File: src/rtl/alu_writeback_stage.sv
// alu_writeback_stage
// -------------------
// Execute-to-writeback stage sitting directly behind the 16-bit ALU.
//  * Captures each ALU result together with its destination register.
//  * Owns the architectural zero/carry flags and feeds them back to the ALU.
//  * Buffers register-file writes in a small in-order FIFO so that the shared
//    register-file write port can apply backpressure.
//  * Counts every accepted (retired) operation, squashed or not.
//
// Optional feature (macro ALU_WB_FWD_EN):
//   When defined, a combinational forwarding lookup over the pending FIFO
//   entries is built and the fwd_q_addr / fwd_hit / fwd_data ports exist.
//   When undefined, those ports and the compare logic are absent.
//
// Parameters:
//   DEPTH    write-buffer entries (power of two, >= 2)
//   ADDR_W   register index width
//   ZERO_REG when 1, writes to register 0 are discarded
//
// Ports:
//   clk, rst        clock, asynchronous active-high reset
//   in_valid/ready  result handshake from the ALU
//   alu_out         17-bit ALU result (bit 16 carry-out, not stored)
//   alu_zero/carry  ALU flag outputs
//   alu_cond_met    operation condition; 0 squashes the operation
//   in_rd/in_wr_en  destination register and write enable
//   in_flags_en     operation updates the flags
//   zero_flag/carry_flag  architectural flags back to the ALU
//   rf_wr_*         register-file write port (FIFO head)
//   retired_cnt     count of accepted operations (wraps)
//   fwd_*           forwarding query (ALU_WB_FWD_EN only)

module alu_writeback_stage #(
  parameter int DEPTH    = 2,
  parameter int ADDR_W   = 3,
  parameter int ZERO_REG = 1
) (
  input  logic              clk,
  input  logic              rst,
  input  logic              in_valid,
  output logic              in_ready,
  input  logic [16:0]       alu_out,
  input  logic              alu_zero,
  input  logic              alu_carry,
  input  logic              alu_cond_met,
  input  logic [ADDR_W-1:0] in_rd,
  input  logic              in_wr_en,
  input  logic              in_flags_en,
  output logic              zero_flag,
  output logic              carry_flag,
  output logic              rf_wr_en,
  input  logic              rf_wr_ready,
  output logic [ADDR_W-1:0] rf_wr_addr,
  output logic [15:0]       rf_wr_data,
  output logic [15:0]       retired_cnt
`ifdef ALU_WB_FWD_EN
  ,
  input  logic [ADDR_W-1:0] fwd_q_addr,
  output logic              fwd_hit,
  output logic [15:0]       fwd_data
`endif
);

  localparam int PTR_W = (DEPTH > 1) ? $clog2(DEPTH) : 1;
  // One extra bit so that a full FIFO is distinguishable from an empty one.
  localparam int CNT_W = PTR_W + 1;

  logic [PTR_W-1:0]  wr_ptr_q, wr_ptr_d;
  logic [PTR_W-1:0]  rd_ptr_q, rd_ptr_d;
  logic [CNT_W-1:0]  count_q, count_d;
  logic              zero_q, zero_d;
  logic              carry_q, carry_d;
  logic [15:0]       retired_q, retired_d;

  logic [ADDR_W-1:0] mem_addr_q [DEPTH];
  logic [15:0]       mem_data_q [DEPTH];

  logic              accept_s;
  logic              zero_dest_s;
  logic              push_s;
  logic              pop_s;
  logic              flags_upd_s;

  // Carry-out of the ALU result is never stored; only the flag path uses carry.
  logic              unused_carry_bit_s;
  assign unused_carry_bit_s = alu_out[16];

  // in_ready depends only on registered occupancy, never on rf_wr_ready.
  assign in_ready    = (count_q < CNT_W'(DEPTH));
  assign accept_s    = in_valid & in_ready;
  assign zero_dest_s = (ZERO_REG != 0) && (in_rd == {ADDR_W{1'b0}});
  assign push_s      = accept_s & alu_cond_met & in_wr_en & ~zero_dest_s;
  assign flags_upd_s = accept_s & alu_cond_met & in_flags_en;
  assign pop_s       = rf_wr_en & rf_wr_ready;

  assign rf_wr_en    = (count_q != {CNT_W{1'b0}});
  assign rf_wr_addr  = mem_addr_q[rd_ptr_q];
  assign rf_wr_data  = mem_data_q[rd_ptr_q];
  assign zero_flag   = zero_q;
  assign carry_flag  = carry_q;
  assign retired_cnt = retired_q;

  // Next-state computation for pointers, occupancy, flags and counter.
  always_comb begin
    wr_ptr_d  = wr_ptr_q;
    rd_ptr_d  = rd_ptr_q;
    count_d   = count_q;
    zero_d    = zero_q;
    carry_d   = carry_q;
    retired_d = retired_q;

    // Pointers wrap naturally because DEPTH is a power of two.
    if (push_s) begin
      wr_ptr_d = wr_ptr_q + PTR_W'(1);
    end else begin
      wr_ptr_d = wr_ptr_q;
    end

    if (pop_s) begin
      rd_ptr_d = rd_ptr_q + PTR_W'(1);
    end else begin
      rd_ptr_d = rd_ptr_q;
    end

    // Simultaneous push and pop leaves occupancy unchanged.
    case ({push_s, pop_s})
      2'b10:   count_d = count_q + CNT_W'(1);
      2'b01:   count_d = count_q - CNT_W'(1);
      default: count_d = count_q;
    endcase

    if (flags_upd_s) begin
      zero_d  = alu_zero;
      carry_d = alu_carry;
    end else begin
      zero_d  = zero_q;
      carry_d = carry_q;
    end

    // Squashed operations still retire and are counted.
    if (accept_s) begin
      retired_d = retired_q + 16'd1;
    end else begin
      retired_d = retired_q;
    end
  end

  // State register for pointers, occupancy, flags and counter.
  always_ff @(posedge clk or posedge rst) begin
    if (rst) begin
      wr_ptr_q  <= {PTR_W{1'b0}};
      rd_ptr_q  <= {PTR_W{1'b0}};
      count_q   <= {CNT_W{1'b0}};
      zero_q    <= 1'b0;
      carry_q   <= 1'b0;
      retired_q <= 16'd0;
    end else begin
      wr_ptr_q  <= wr_ptr_d;
      rd_ptr_q  <= rd_ptr_d;
      count_q   <= count_d;
      zero_q    <= zero_d;
      carry_q   <= carry_d;
      retired_q <= retired_d;
    end
  end

  // FIFO storage: written at the tail on push, cleared on reset.
  always_ff @(posedge clk or posedge rst) begin
    if (rst) begin
      for (int i = 0; i < DEPTH; i++) begin
        mem_addr_q[i] <= {ADDR_W{1'b0}};
        mem_data_q[i] <= 16'd0;
      end
    end else if (push_s) begin
      mem_addr_q[wr_ptr_q] <= in_rd;
      mem_data_q[wr_ptr_q] <= alu_out[15:0];
    end else begin
      mem_addr_q[wr_ptr_q] <= mem_addr_q[wr_ptr_q];
      mem_data_q[wr_ptr_q] <= mem_data_q[wr_ptr_q];
    end
  end

`ifdef ALU_WB_FWD_EN
  logic              fwd_hit_s;
  logic [15:0]       fwd_data_s;
  logic              fwd_q_zero_s;

  // A register-0 query can never hit when register 0 is hard-wired.
  assign fwd_q_zero_s = (ZERO_REG != 0) && (fwd_q_addr == {ADDR_W{1'b0}});

  // Forwarding lookup: scan oldest to youngest so the youngest match wins.
  always_comb begin
    fwd_hit_s  = 1'b0;
    fwd_data_s = 16'd0;
    for (int i = 0; i < DEPTH; i++) begin
      logic [PTR_W-1:0] idx_s;
      logic             match_s;
      idx_s      = rd_ptr_q + PTR_W'(i);
      match_s    = (CNT_W'(i) < count_q) && (mem_addr_q[idx_s] == fwd_q_addr)
                   && !fwd_q_zero_s;
      fwd_hit_s  = fwd_hit_s | match_s;
      fwd_data_s = match_s ? mem_data_q[idx_s] : fwd_data_s;
    end
  end

  assign fwd_hit  = fwd_hit_s;
  assign fwd_data = fwd_data_s;
`endif

endmodule

File: config.mk
export PLATFORM = sky130hd
export DESIGN_NAME = alu_writeback_stage
export DESIGN_NICKNAME = d
export VERILOG_FILES = /design/src/rtl/alu_writeback_stage.sv
export SDC_FILE = /design/constraint.sdc
export NUM_CORES = 1
export LEC_CHECK = 0
export CAP_MARGIN = 15
export CELL_PAD_IN_SITES_DETAIL_PLACEMENT = 1
export CELL_PAD_IN_SITES_GLOBAL_PLACEMENT = 1
export CORE_MARGIN = 3
export CORE_UTILIZATION = 41
export CTS_BUF_LIST = sky130_fd_sc_hd__clkbuf_4
export DETAILED_ROUTE_END_ITERATION = 10
export PLACE_DENSITY_LB_ADDON = 0.1
export SETUP_SLACK_MARGIN = 0.3
export SYNTH_ARGS = -nofsm -noshare
export SYNTH_HDL_FRONTEND = slang
export SYNTH_SLANG_ARGS = --single-unit
File: constraint.sdc
create_clock -name clk -period 2 [get_ports clk]
set_input_delay 0.2 -clock clk [delete_from_list [all_inputs] [get_ports clk]]
set_output_delay 0.2 -clock clk [all_outputs]
set_load 0.01 [all_outputs]
======== Yosys cells after proc, flatten, opt, wreduce, memory -nomap -nowiden ========
Cells that the tools add are included.
storage, ports and cells
  memory bits (writable) .................. 0
  memory bits (read-only) ................. 0
  memories kept ........................... 0
  output and inout port bits .............. 39
  flip-flop bits (word level) ............. 60
  input bits .............................. 29
  bits in latches ......................... 0
operators by class
  bitwise logic cells ..................... 9
  multipliers ............................. 0
  order comparisons ....................... 4
  shift operators ......................... 0
  add/subtract/negate cells ............... 5
  div/mod/pow operators ................... 0
  equality and inequality tests ........... 2
  muxes and demuxes ....................... 23
  reductions and logical operators ........ 4
operators with widths
  cell                   number
  $mux 16                7
  $bwmux 32              2
  $mux 32                1
  $mux 3                 7
  $add 16x1->16 const B  1
  $demux 16 s1           1
  $bwmux 6               2
  $and 1x1->1            6
  $mux 6                 1
  $ge 2x2->1 const B     2
  $not 1->2              2
  $pmux 2 s2             1
  $reduce_bool 2->1      2
  $demux 3 s1            1
  $logic_not 3->1        1
  $add 1x1->1 const B    2
  $add 2x1->2 const B    1
  $eq 2x1->1 const B     1
  $eq 2x2->1 const B     1
  $lt 2x1->1 const B     1
  $lt 2x2->1 const B     1
  $sub 2x1->2 const B    1
  $logic_and 1x1->1      1
  $not 1->1              1

======== Depth between registers and ports, before layout ========
Gate-level depths: netlist of run 1.
  word-level depth ........................ 7
  depth in mapped cells ................... 7
  mapped depth without buffers ............ 6

======== Worst setup path after synthesis of run 1 ========
No wires, ideal clock.
  path type ............................... register -> register
  from .................................... register count_q[1]
  to ...................................... register mem_data_q[10] (netlist bit)
  clock period less this slack ............ 1684 ps
  slack ................................... 316 ps
  stages on the path, launching flop included .. 8
  arrival ................................. 1559 ps
  setup time .............................. 125 ps
  path buffers ............................ 3
  data required time ...................... 1875 ps
  cell sequence ........................... dfrtp_1 nor2b_1 buf_4 nand4_4 or2_1 buf_6 buf_6 mux2_4
on the way
  word-level cells in the longest chain between the ends .. 6
ends and longest elaborated chain
  item                           line  source
  start, declared                70    logic [CNT_W-1:0] count_q, count_d;
  start signal, assigned         153   count_q <= {CNT_W{1'b0}};
  start signal, assigned         160   count_q <= count_d;
  $lt 2x2->1                     89    assign in_ready = (count_q < CNT_W'(DEPTH));
  $and 1x1->1                    90    assign accept_s = in_valid & in_ready;
  $and 1x1->1 (3 in series)      92    assign push_s = accept_s & alu_cond_met & in_wr_en & ~zero_dest_s;
  $mux 32                        174   end else if (push_s) begin
  end signal, assigned by index  176   mem_data_q[wr_ptr_q] <= alu_out[15:0];
  end signal, assigned by index  179   mem_data_q[wr_ptr_q] <= mem_data_q[wr_ptr_q];
  end, declared                  76    logic [15:0] mem_data_q [DEPTH];
Every way passes these cells.
A chain may end at the register's enable or synchronous reset.

======== Worst setup path after layout of run 1 ========
  from .................................... register rd_ptr_q
  to ...................................... output rf_wr_data[7]
on the way
  word-level cells in the longest chain between the ends .. 4
ends and longest elaborated chain
  item                                         line  source
  start, declared                              69    logic [PTR_W-1:0] rd_ptr_q, rd_ptr_d;
  start signal, assigned                       152   rd_ptr_q <= {PTR_W{1'b0}};
  start signal, assigned                       159   rd_ptr_q <= rd_ptr_d;
  $not 1->2 (not written as such)              98    assign rf_wr_data = mem_data_q[rd_ptr_q];
  $mux 16 (not written as such) (3 in series)  98
  end, declared                                54    output logic [15:0] rf_wr_data,
Every way passes these cells. The select of a mux whose other input is x is not followed.

==> reports/metrics.cfg, run 1 <==
[placement]
port_buffers=66
gp_congestion=0.6873
dpl.cell_count=332
placed_area_mm2=0.003521
dp_hpwl_um=3991

[worst_setup_path]
r2r-start=count_q[1]$_DFFE_PP0P_
cp_max_fo=6
startpoint_type=flop
slowest_delay_ns=0.43
cp_data_arrival_time_ns=1.55
timing.critical_path.max_delay_family=flip-flops
slowest_stage=dfrtp_2
crit_type=reg -> out
cp_cell_sequence=buf_6 -> mux2_2 -> clkdlybuf4s15_1
crit_start=rd_ptr_q$_DFFE_PP0P_
r2r_slack_ns=0.40
path_depth=3
rr_worst_depth=6
crit_buf_inv=2
cp-end-kind=primary output
worstPathRequired_ns=1.80

[grt]
gr-total-overflow=0
grt_pass1_wl_um=9763
met1_usage=0.2294
grt.busiest_layer=met2
grt_use_met2=0.2726
use_met3=0.03992
gr-usage-all-layers=0.1722
grt_pass1_vias=1923
antenna_found_initial=0
grt_start_max_net_pins=61

[cts]
clock_path_buffers=2
hold_buffers=0
cts_root_buffer=clkbuf_4
insertion_delay_ns=0.40
clkSinkCount=60
path_clk_slew_ns=0.11
cts_htree_levels=3
cts_tree=done
cts_buffers=9

[floorplan]
die_area_mm2=0.007494
die_x_um=86.57
pin_count=68
start_util=0.4366
std_cell_rows=28
die_h_um=86.57
core_mm2=0.006096

[final_layout]
final_nets=307
area_growth_pct=43.35
fin_area_mm2=0.003815
fillers=593
layout_common_cells=dfrtp_1, clkdlybuf4s50_1, mux2_2
drive_above_1_share=0.4270
mostFrequentLayoutCell=dfrtp_1
diodes=0
layout.cells.non_filler=356
final_util=0.6258

[routing]
drt_iter0_drc=22
drt_wl_total_um=5806
route.detailed.vias_per_inst=4.860
first_pass_iters=4
ant_nets=0
via_count=1730
avgRoutedWirePerCell_um=16.31
drc_errors=0

[sta]
fin_setup_tns_ns=0
fin_crit_sh=0.8747
setup_viol=0
fmax_mhz=571.6
tightest_slew_ns=0.3242
max_slew_margin=0.7839
period_needed_ns=1.749
drv_slew=0
hold_viol=0
finClkSkew_ns=0.01375
rsz0062_at_grt=true

[power_and_ir_drop]
p_leak_nw=1.772
power_mw=5.547
power.density_mw_per_mm2=1454
vdd_ir_drop_max_mv=0.8900

[synthesis]
synth_ff_type=dfrtp_1
syn-cell-area_mm2=0.002661
synthCells=184
synth_edf_count=0
ys_ff_latch=60
synth_top_cell_by_area=dfrtp_1
syn_area_per_cell_um2=14.46
synth_cell_types=25
synth_seq_area_share=0.5642
async_reset_ff_frac=1.000
synth_area_leaders=dfrtp_1, mux2_2, mux2_4, xnor2_1, xor2_1
syn-num-nets=215
yosys_warnings=0
synth_top_cell_area_share=0.5642

[run_status]
outcome=complete, no violations

[run]
maxCapViolCount=0

[hold_path]
hold_path_class=in -> async

## synth_stat cells, types with 2 or more instances
library cell and instances:
clkbuf_1 2, mux2_2 50, nand3_1 5, and3_1 4, buf_6 2, nand4_1 2
nand2_1 7, xnor2_1 15, nor3_1 2, or2_2 2, nor2_1 3, dfrtp_1 60
inv_1 4, xor2_1 5, ha_1 2, mux2_4 10
## metrics by stage
stage / worst slack [ns] / hold slack, ns
floorplan: 0.3153 / 0.3485
global placement: 0.0004239 / 0.4600
detailed placement: -0.04287 / 0.4709
CTS: 0.1944 / 0.1670
global route: 0.1944 / 0.1903
finish: 0.2505 / 0.1584
## cell type report
cell class	count	area, um2	area share
repair buffers	87	918.4	0.2407
multi-input cells	114	1155	0.3027
clock buffers	10	75.07	0.01968
clock inverters	6	55.05	0.01443
inverters	4	15.01	0.003936
well taps	75	93.84	0.02460
flip-flops and latches	60	1503	0.3939
## where the power goes
group | internal [mW] | leakage [nW] | switching, mW
Combinational | 1.75 | 0.948 | 0.910
Sequential | 1.72 | 0.753 | 0.348
Clock | 0.383 | 0.0712 | 0.437
Total | 3.85 | 1.77 | 1.69
## worst min-delay path: cells and delay by family
kind / cells / cell delay [ns]
buf+inv: 3 / 0.76
## timing repair
item	CTS	global route
endpoints found under the setup margin	39	39
resized for setup	110	4
setup buffers	6	1
gates cloned	1	0
## cells by family after synthesis
family	share of synthesized area
adders and majority gates	0.009401
buffers and inverters	0.02162
muxes	0.2680
and+or+nand+nor	0.07100
xor gates and xnor gates	0.06582
DFF	0.5642
## flip-flops by register name, summed over array words and instances, names as in the netlist
signal / flops
retired_cnt: 16
mem_data_q: 32
mem_addr_q: 6
count_q: 2
carry_flag: 1
rd_ptr_q: 1
zero_flag: 1
wr_ptr_q: 1
## metal layers
metal  up-vias  routed length, um  part of all wire
li1        820                  -                 -
met1       856               2526              0.44
met2        45               2890              0.50
met3         9                296             0.051
met4         0                 93             0.016
met5         -                  0                 0
## final timing paths
check                                              end
hold reg to reg            retired_cnt[15]$_DFFE_PP0N_
setup / recovery                         rf_wr_data[7]
max in group asynchronous         rd_ptr_q$_DFFE_PP0P_
setup reg to reg            mem_data_q[22]$_DFFE_PP0N_
hold / removal             retired_cnt[15]$_DFFE_PP0N_
min in group clk                carry_flag$_DFFE_PP0P_
No activity file was read; power rests on OpenSTA's default activity.
==> run 2: changes to the inputs <==
ABC_CLOCK_PERIOD_IN_PS = 2000   (was default)
==> results of run 2 <==
Final layout, timing and power as in run 1 (identical DEF).
==> run 3: changes to the inputs <==
CAP_MARGIN = default   (was 15)
==> results of run 3 <==
Final layout, timing and power as in run 1 (identical DEF).
